$ cat config.mk
export PLATFORM = sky130hd
export DESIGN_NAME = text_console
export DESIGN_NICKNAME = d
export VERILOG_FILES = /design/src/rtl/text_console.sv
export SDC_FILE = /design/constraint.sdc
export NUM_CORES = 1
export LEC_CHECK = 0
export BUFFER_PORTS_ARGS = -buffer_cell sky130_fd_sc_hd__buf_2
export CAP_MARGIN = 10
export CORE_AREA = 2 2 83 85
export CTS_BUF_LIST = sky130_fd_sc_hd__clkbuf_4 sky130_fd_sc_hd__clkbuf_8 sky130_fd_sc_hd__clkbuf_16
export DETAILED_ROUTE_END_ITERATION = 7
export DIE_AREA = 0 0 85 87
export GPL_TIMING_DRIVEN = 0
export PLACE_DENSITY = 0.79
export SLEW_MARGIN = 20
export SYNTH_ARGS = -nofsm -noshare
export SYNTH_HDL_FRONTEND = slang
export SYNTH_SLANG_ARGS = --single-unit
$ cat constraint.sdc
create_clock -name clk -period 3.2 [get_ports clk]
set_clock_uncertainty 0.05 [all_clocks]
set_input_delay 0.96 -clock clk [delete_from_list [all_inputs] [get_ports clk]]
set_output_delay 0.96 -clock clk [all_outputs]
set_load 0.01 [all_outputs]
$ cat src/rtl/text_console.sv
// Character-stream writer driving the textbuffer CPU port: prints at the cursor,
// handles CR/LF/BS/FF and scrolls the screen up by copying cells through the port.
module text_console #(
  parameter  int WIDTH  = 20,
  parameter  int HEIGHT = 15,
  localparam int AW     = $clog2(WIDTH*HEIGHT)+1,
  localparam int CW     = $clog2(WIDTH),
  localparam int RW     = $clog2(HEIGHT)
) (
  input  logic          clk,
  input  logic          reset,
  input  logic [7:0]    char_in,
  input  logic [7:0]    attr_in,
  input  logic          char_valid,
  output logic          char_ready,
  output logic          busy,
  output logic [CW-1:0] cur_col,
  output logic [RW-1:0] cur_row,
  output logic          tb_cs,
  output logic          tb_rw,
  output logic [AW-1:0] tb_addr,
  output logic [7:0]    tb_di,
  input  logic [7:0]    tb_dout
);

  localparam int PW    = AW-1;
  localparam int NCELL = WIDTH*HEIGHT;
  localparam int NCOPY = WIDTH*(HEIGHT-1);

  typedef enum logic [3:0] {
    S_IDLE, S_PUT_C, S_PUT_A,
    S_RD_C, S_WT_C, S_WR_C, S_RD_A, S_WT_A, S_WR_A,
    S_CLRROW_C, S_CLRROW_A, S_CLR_C, S_CLR_A
  } state_t;

  state_t        r_state, w_state_n;
  logic [PW-1:0] r_idx, w_idx_n;
  logic [CW-1:0] r_col, w_col_n;
  logic [RW-1:0] r_row, w_row_n;
  logic          r_cs, w_cs_n, r_rw, w_rw_n;
  logic [AW-1:0] r_addr, w_addr_n;
  logic [7:0]    r_di, w_di_n, r_attr;

  logic [PW-1:0] w_p, w_idx1, w_src_next, w_src_cur;
  logic          w_last_row, w_last_col;

  assign w_p        = PW'(r_row) * PW'(WIDTH) + PW'(r_col);
  assign w_idx1     = r_idx + 1'b1;
  assign w_src_cur  = r_idx + PW'(WIDTH);
  assign w_src_next = r_idx + PW'(WIDTH+1);
  assign w_last_row = (r_row == RW'(HEIGHT-1));
  assign w_last_col = (r_col == CW'(WIDTH-1));

  // Bus outputs are registered: each branch loads the access belonging to the state being entered.
  always_comb begin
    w_state_n = r_state;
    w_idx_n   = r_idx;
    w_col_n   = r_col;
    w_row_n   = r_row;
    w_cs_n    = 1'b0;
    w_rw_n    = 1'b0;
    w_addr_n  = '0;
    w_di_n    = '0;
    case (r_state)
      S_IDLE: if (char_valid) begin
        case (char_in)
          8'h0D: w_col_n = '0;
          8'h08: if (r_col != '0) w_col_n = r_col - 1'b1;
          8'h0A: begin
            w_col_n = '0;
            if (w_last_row) begin
              w_state_n = S_RD_C; w_idx_n = '0;
              w_cs_n = 1'b1; w_addr_n = {1'b0, PW'(WIDTH)};
            end else w_row_n = r_row + 1'b1;
          end
          8'h0C: begin
            w_state_n = S_CLR_C; w_idx_n = '0;
            w_cs_n = 1'b1; w_rw_n = 1'b1; w_addr_n = '0; w_di_n = 8'h20;
          end
          default: begin
            w_state_n = S_PUT_C;
            w_cs_n = 1'b1; w_rw_n = 1'b1; w_addr_n = {1'b0, w_p}; w_di_n = char_in;
          end
        endcase
      end
      S_PUT_C: begin
        w_state_n = S_PUT_A;
        w_cs_n = 1'b1; w_rw_n = 1'b1; w_addr_n = {1'b1, w_p}; w_di_n = r_attr;
      end
      S_PUT_A: begin
        w_state_n = S_IDLE;
        if (w_last_col) begin
          w_col_n = '0;
          if (w_last_row) begin
            w_state_n = S_RD_C; w_idx_n = '0;
            w_cs_n = 1'b1; w_addr_n = {1'b0, PW'(WIDTH)};
          end else w_row_n = r_row + 1'b1;
        end else w_col_n = r_col + 1'b1;
      end
      S_RD_C: w_state_n = S_WT_C;
      S_WT_C: begin
        w_state_n = S_WR_C;
        w_cs_n = 1'b1; w_rw_n = 1'b1; w_addr_n = {1'b0, r_idx}; w_di_n = tb_dout;
      end
      S_WR_C: begin
        w_state_n = S_RD_A;
        w_cs_n = 1'b1; w_addr_n = {1'b1, w_src_cur};
      end
      S_RD_A: w_state_n = S_WT_A;
      S_WT_A: begin
        w_state_n = S_WR_A;
        w_cs_n = 1'b1; w_rw_n = 1'b1; w_addr_n = {1'b1, r_idx}; w_di_n = tb_dout;
      end
      S_WR_A: begin
        w_idx_n = w_idx1;
        w_cs_n  = 1'b1;
        if (r_idx == PW'(NCOPY-1)) begin
          w_state_n = S_CLRROW_C;
          w_rw_n = 1'b1; w_addr_n = {1'b0, w_idx1}; w_di_n = 8'h20;
        end else begin
          w_state_n = S_RD_C;
          w_addr_n = {1'b0, w_src_next};
        end
      end
      S_CLRROW_C, S_CLR_C: begin
        w_state_n = (r_state == S_CLR_C) ? S_CLR_A : S_CLRROW_A;
        w_cs_n = 1'b1; w_rw_n = 1'b1; w_addr_n = {1'b1, r_idx}; w_di_n = r_attr;
      end
      S_CLRROW_A, S_CLR_A: begin
        if (r_idx == PW'(NCELL-1)) begin
          w_state_n = S_IDLE;
          if (r_state == S_CLR_A) begin
            w_col_n = '0;
            w_row_n = '0;
          end
        end else begin
          w_state_n = (r_state == S_CLR_A) ? S_CLR_C : S_CLRROW_C;
          w_idx_n = w_idx1;
          w_cs_n = 1'b1; w_rw_n = 1'b1; w_addr_n = {1'b0, w_idx1}; w_di_n = 8'h20;
        end
      end
      default: w_state_n = S_IDLE;
    endcase
  end

  always_ff @(posedge clk) begin
    if (reset) begin
      r_state <= S_IDLE;
      r_idx   <= '0;
      r_col   <= '0;
      r_row   <= '0;
      r_cs    <= 1'b0;
      r_rw    <= 1'b0;
      r_addr  <= '0;
      r_di    <= '0;
      r_attr  <= '0;
    end else begin
      r_state <= w_state_n;
      r_idx   <= w_idx_n;
      r_col   <= w_col_n;
      r_row   <= w_row_n;
      r_cs    <= w_cs_n;
      r_rw    <= w_rw_n;
      r_addr  <= w_addr_n;
      r_di    <= w_di_n;
      if (r_state == S_IDLE && char_valid) r_attr <= attr_in;
    end
  end

  assign char_ready = (r_state == S_IDLE);
  assign busy       = ~char_ready;
  assign cur_col    = r_col;
  assign cur_row    = r_row;
  assign tb_cs      = r_cs;
  assign tb_rw      = r_rw;
  assign tb_addr    = r_addr;
  assign tb_di      = r_di;

endmodule

==> summary.txt <==
Pwr
  • Worst VDD drop: 0.000380 V
  • Power per Cell Area: 446 nW/um2
  • Design Power: 1840 uW
  • P_leak: 0.00166 uW

Logic synthesis
  • Number of synthesized flops with an enable pin: 0
  • Post-synth cell types: 82
  • Synthesized net count: 512
  • Avg Cell Area, Syn: 7.77 um2
  • Share of the synthesized area in the top cell type: 27.6%
  • Post-Synthesis Cell Area: 3630 um2
  • Post-Syn Instances: 467
  • Cell taking the most area after synthesis: dfxtp_1
  • Register bit total from synthesis: 50
  • Async S/R FF share, synth: 0%
  • Most common flop cell mapped by yosys: dfxtp_1
  • Yosys synthesis warning count: 0
  • Sequential element share of the synthesized area: 27.6%
  • Synth area leaders: dfxtp_1 (28%), a21oi_1 (7.0%), nand2_1 (6.0%)

Route
  • Wirelength per Cell: 17.3 um
  • Iteration count of the initial detailed-routing pass: 5
  • DR vias: 3,867
  • DRT Wirelength: 10,600 um
  • Remaining antenna violation count: 0
  • # DRC: 0
  • Vias per cell: 6.32
  • Initial DRC count: 561

Run
  • Max cap viols: 0

STA
  • Slew margin rel.: 32.5%
  • Min Tclk post-route: 2.88 ns
  • Fin crit share: 90.0%
  • Final-report max-slew violation count: 0
  • Endpoints failing hold: 0
  • F_max: 0.347 GHz
  • Final setup TNS: 0 ns
  • Final setup fails: 0
  • Worst Tran Pin Value: 1.01 ns
  • Unrepaired setup endpoints after global routing: false

CTS
  • Hold_buf cts: 0
  • Clk buf depth: 2
  • Resize count post-CTS: 0
  • Worst skew pair latency: 0.32 ns
  • CTS tree: done
  • Root Buffer: clkbuf_8
  • Clock Pin Slew Worst Setup and Hold Paths: 0.10 ns
  • H-tree levels: 2
  • Setup Fix Bufs, Post-CTS: 0
  • Clk sinks: 50
  • TritonCTS buffer count: 5

Setup path
  • FF-to-FF Start: cur_col[1]$_SDFFE_PP0P_
  • Worst setup EP type: register
  • Crit path max fanout: 9
  • CP arrival: 2.97 ns
  • Flop2flop setup slack: 0.51 ns
  • Setup CP Type: in2reg
  • Reg-to-reg critical path endpoint: cur_row[1]$_SDFFE_PP0P_
  • R2R depth: 7
  • Data required, critical path: 3.29 ns
  • Crit start category: input pin

Place
  • Estimated wirelength of the detail-placed design: 7750 um
  • IO Port Bufs: 57
  • Placer Congestion: 0.906

Global routing
  • First-pass GRT wire length: 17,000 um
  • Largest net degree at the start of global routing: 18
  • Antenna violations before repair: 0
  • Vias in the first global route: 3,460
  • Total gr overflow: 0
  • Global-route usage over all layers: 28.4%

Layout
  • # diodes: 0
  • Nets: 576
  • Commonest non-fill, non-tap cell in the layout: buf_2
  • Area Growth Syn to Fin: 14.0%
  • Most frequent cells in the layout: buf_2 (62), nand2_1 (58), a21oi_1 (51)
  • Proportion of layout cells with a drive suffix above 1: 19.0%
  • Final Util: 63.0%

Die
  • Core area: 6570 um2
  • Die extent in y: 87 um
  • Row cnt: 30
  • Die W: 85 um
  • Die area: 7400 um2
  • Effective utilization at floorplan: 55.2%
  • Boundary pin count: 58

Worst hold path
  • Hold path startpoint: r_attr[4]$_SDFFE_PP0P_
  • Hold path cells: 2
  • Hold endpoint: r_attr[4]$_SDFFE_PP0P_
  • Worst hold path type: reg2reg

Run status
  • Status: complete, no violations
## Yosys cell counts (6+ instances only)
library cell,number
inv_1,12
o21ai_0,25
nand2b_1,8
a21o_1,6
nor2_1,47
xnor2_1,9
clkbuf_1,14
a31oi_1,8
a21oi_1,51
nor3_1,9
nand2_1,58
dfxtp_1,50
a222oi_1,8
a211oi_1,8
ha_1,16
nand3_1,11
## report_power, final
part | switching [uW] | internal, uW | leakage, uW
Sequential | 58.1 | 679 | 0.000407
Clock | 242 | 239 | 0.0000591
Combinational | 377 | 248 | 0.00120
Total | 677 | 1170 | 0.00166
## worst max-delay path, stage by stage
cell      delay [ns]
buf_2           0.11
nor4_2          0.56
nand2_1         0.34
o31a_1          0.50
a221oi_1        0.36
a21oi_1         0.14
## cell type report
class | count | area (um2)
sequential | 50 | 1000
timing repair buffer | 57 | 285
clock buffer | 5 | 68.8
clock inverter | 3 | 47.5
multi-input combinational | 373 | 2380
fill | 590 | 2430
buffer | 30 | 199
tap | 80 | 100
inverter | 14 | 52.6
## through the flow
step                      std cells  area [um2]  setup WS (ns)  hold slack (ns)
after global routing            612        4140          0.221            0.436
after detailed placement        604        4010         0.0365            0.398
after global placement          604        4010         0.0887            0.392
after floorplan                 467        3630          0.618            0.386
final                           612        4140          0.321            0.412
after CTS                       612        4130          0.361            0.413
## how the worst max path moves through the flow
| stage | startpoint | to | slack, ns | depth (start not counted) |
|---|---|---|---|---|
| 3_5_place_dp | char_in[4] | tb_addr[3]$_SDFF_PP0_ | 0.04 | 6 |
| 2_1_floorplan | char_in[4] | tb_addr[1]$_SDFF_PP0_ | 0.62 | 5 |
| 5_1_grt | char_in[4] | tb_addr[3]$_SDFF_PP0_ | 0.22 | 6 |
| 4_1_cts | char_in[4] | tb_addr[3]$_SDFF_PP0_ | 0.36 | 6 |
| 3_3_place_gp | char_in[4] | tb_addr[1]$_SDFF_PP0_ | 0.09 | 6 |
| 6_report | char_in[4] | tb_addr[3]$_SDFF_PP0_ | 0.32 | 6 |
## routing by layer
| layer | up-vias | share of wire (%) | GRT usage (%) |
|---|---|---|---|
| met5 | - | 0 | 0 |
| met4 | 0 | 1.5 | 6.49 |
| met3 | 15 | 7.9 | 5.59 |
| met2 | 184 | 45 | 45.7 |
| met1 | 1809 | 45 | 39.3 |
| li1 | 1859 | - | - |
## registers in the layout, indices dropped and copies added, names as in the netlist
register / cells
cur_col: 5
cur_row: 4
r_attr: 8
r_idx: 9
r_state: 4
tb_addr: 10
tb_cs: 1
tb_di: 8
tb_rw: 1
## kinds of logic (layout without fill, tap and decap cells)
group / after synthesis / in the layout / share of synthesized area [%]
mux: 4 / 4 / 1.10
simple gates: 180 / 180 / 25.7
xor+xnor: 11 / 11 / 2.66
buf+inv: 44 / 109 / 6.93
flops: 50 / 50 / 27.6
compound gates: 160 / 160 / 29.4
fa+ha+maj: 18 / 18 / 6.62
(Power assumes the default switching activity.)
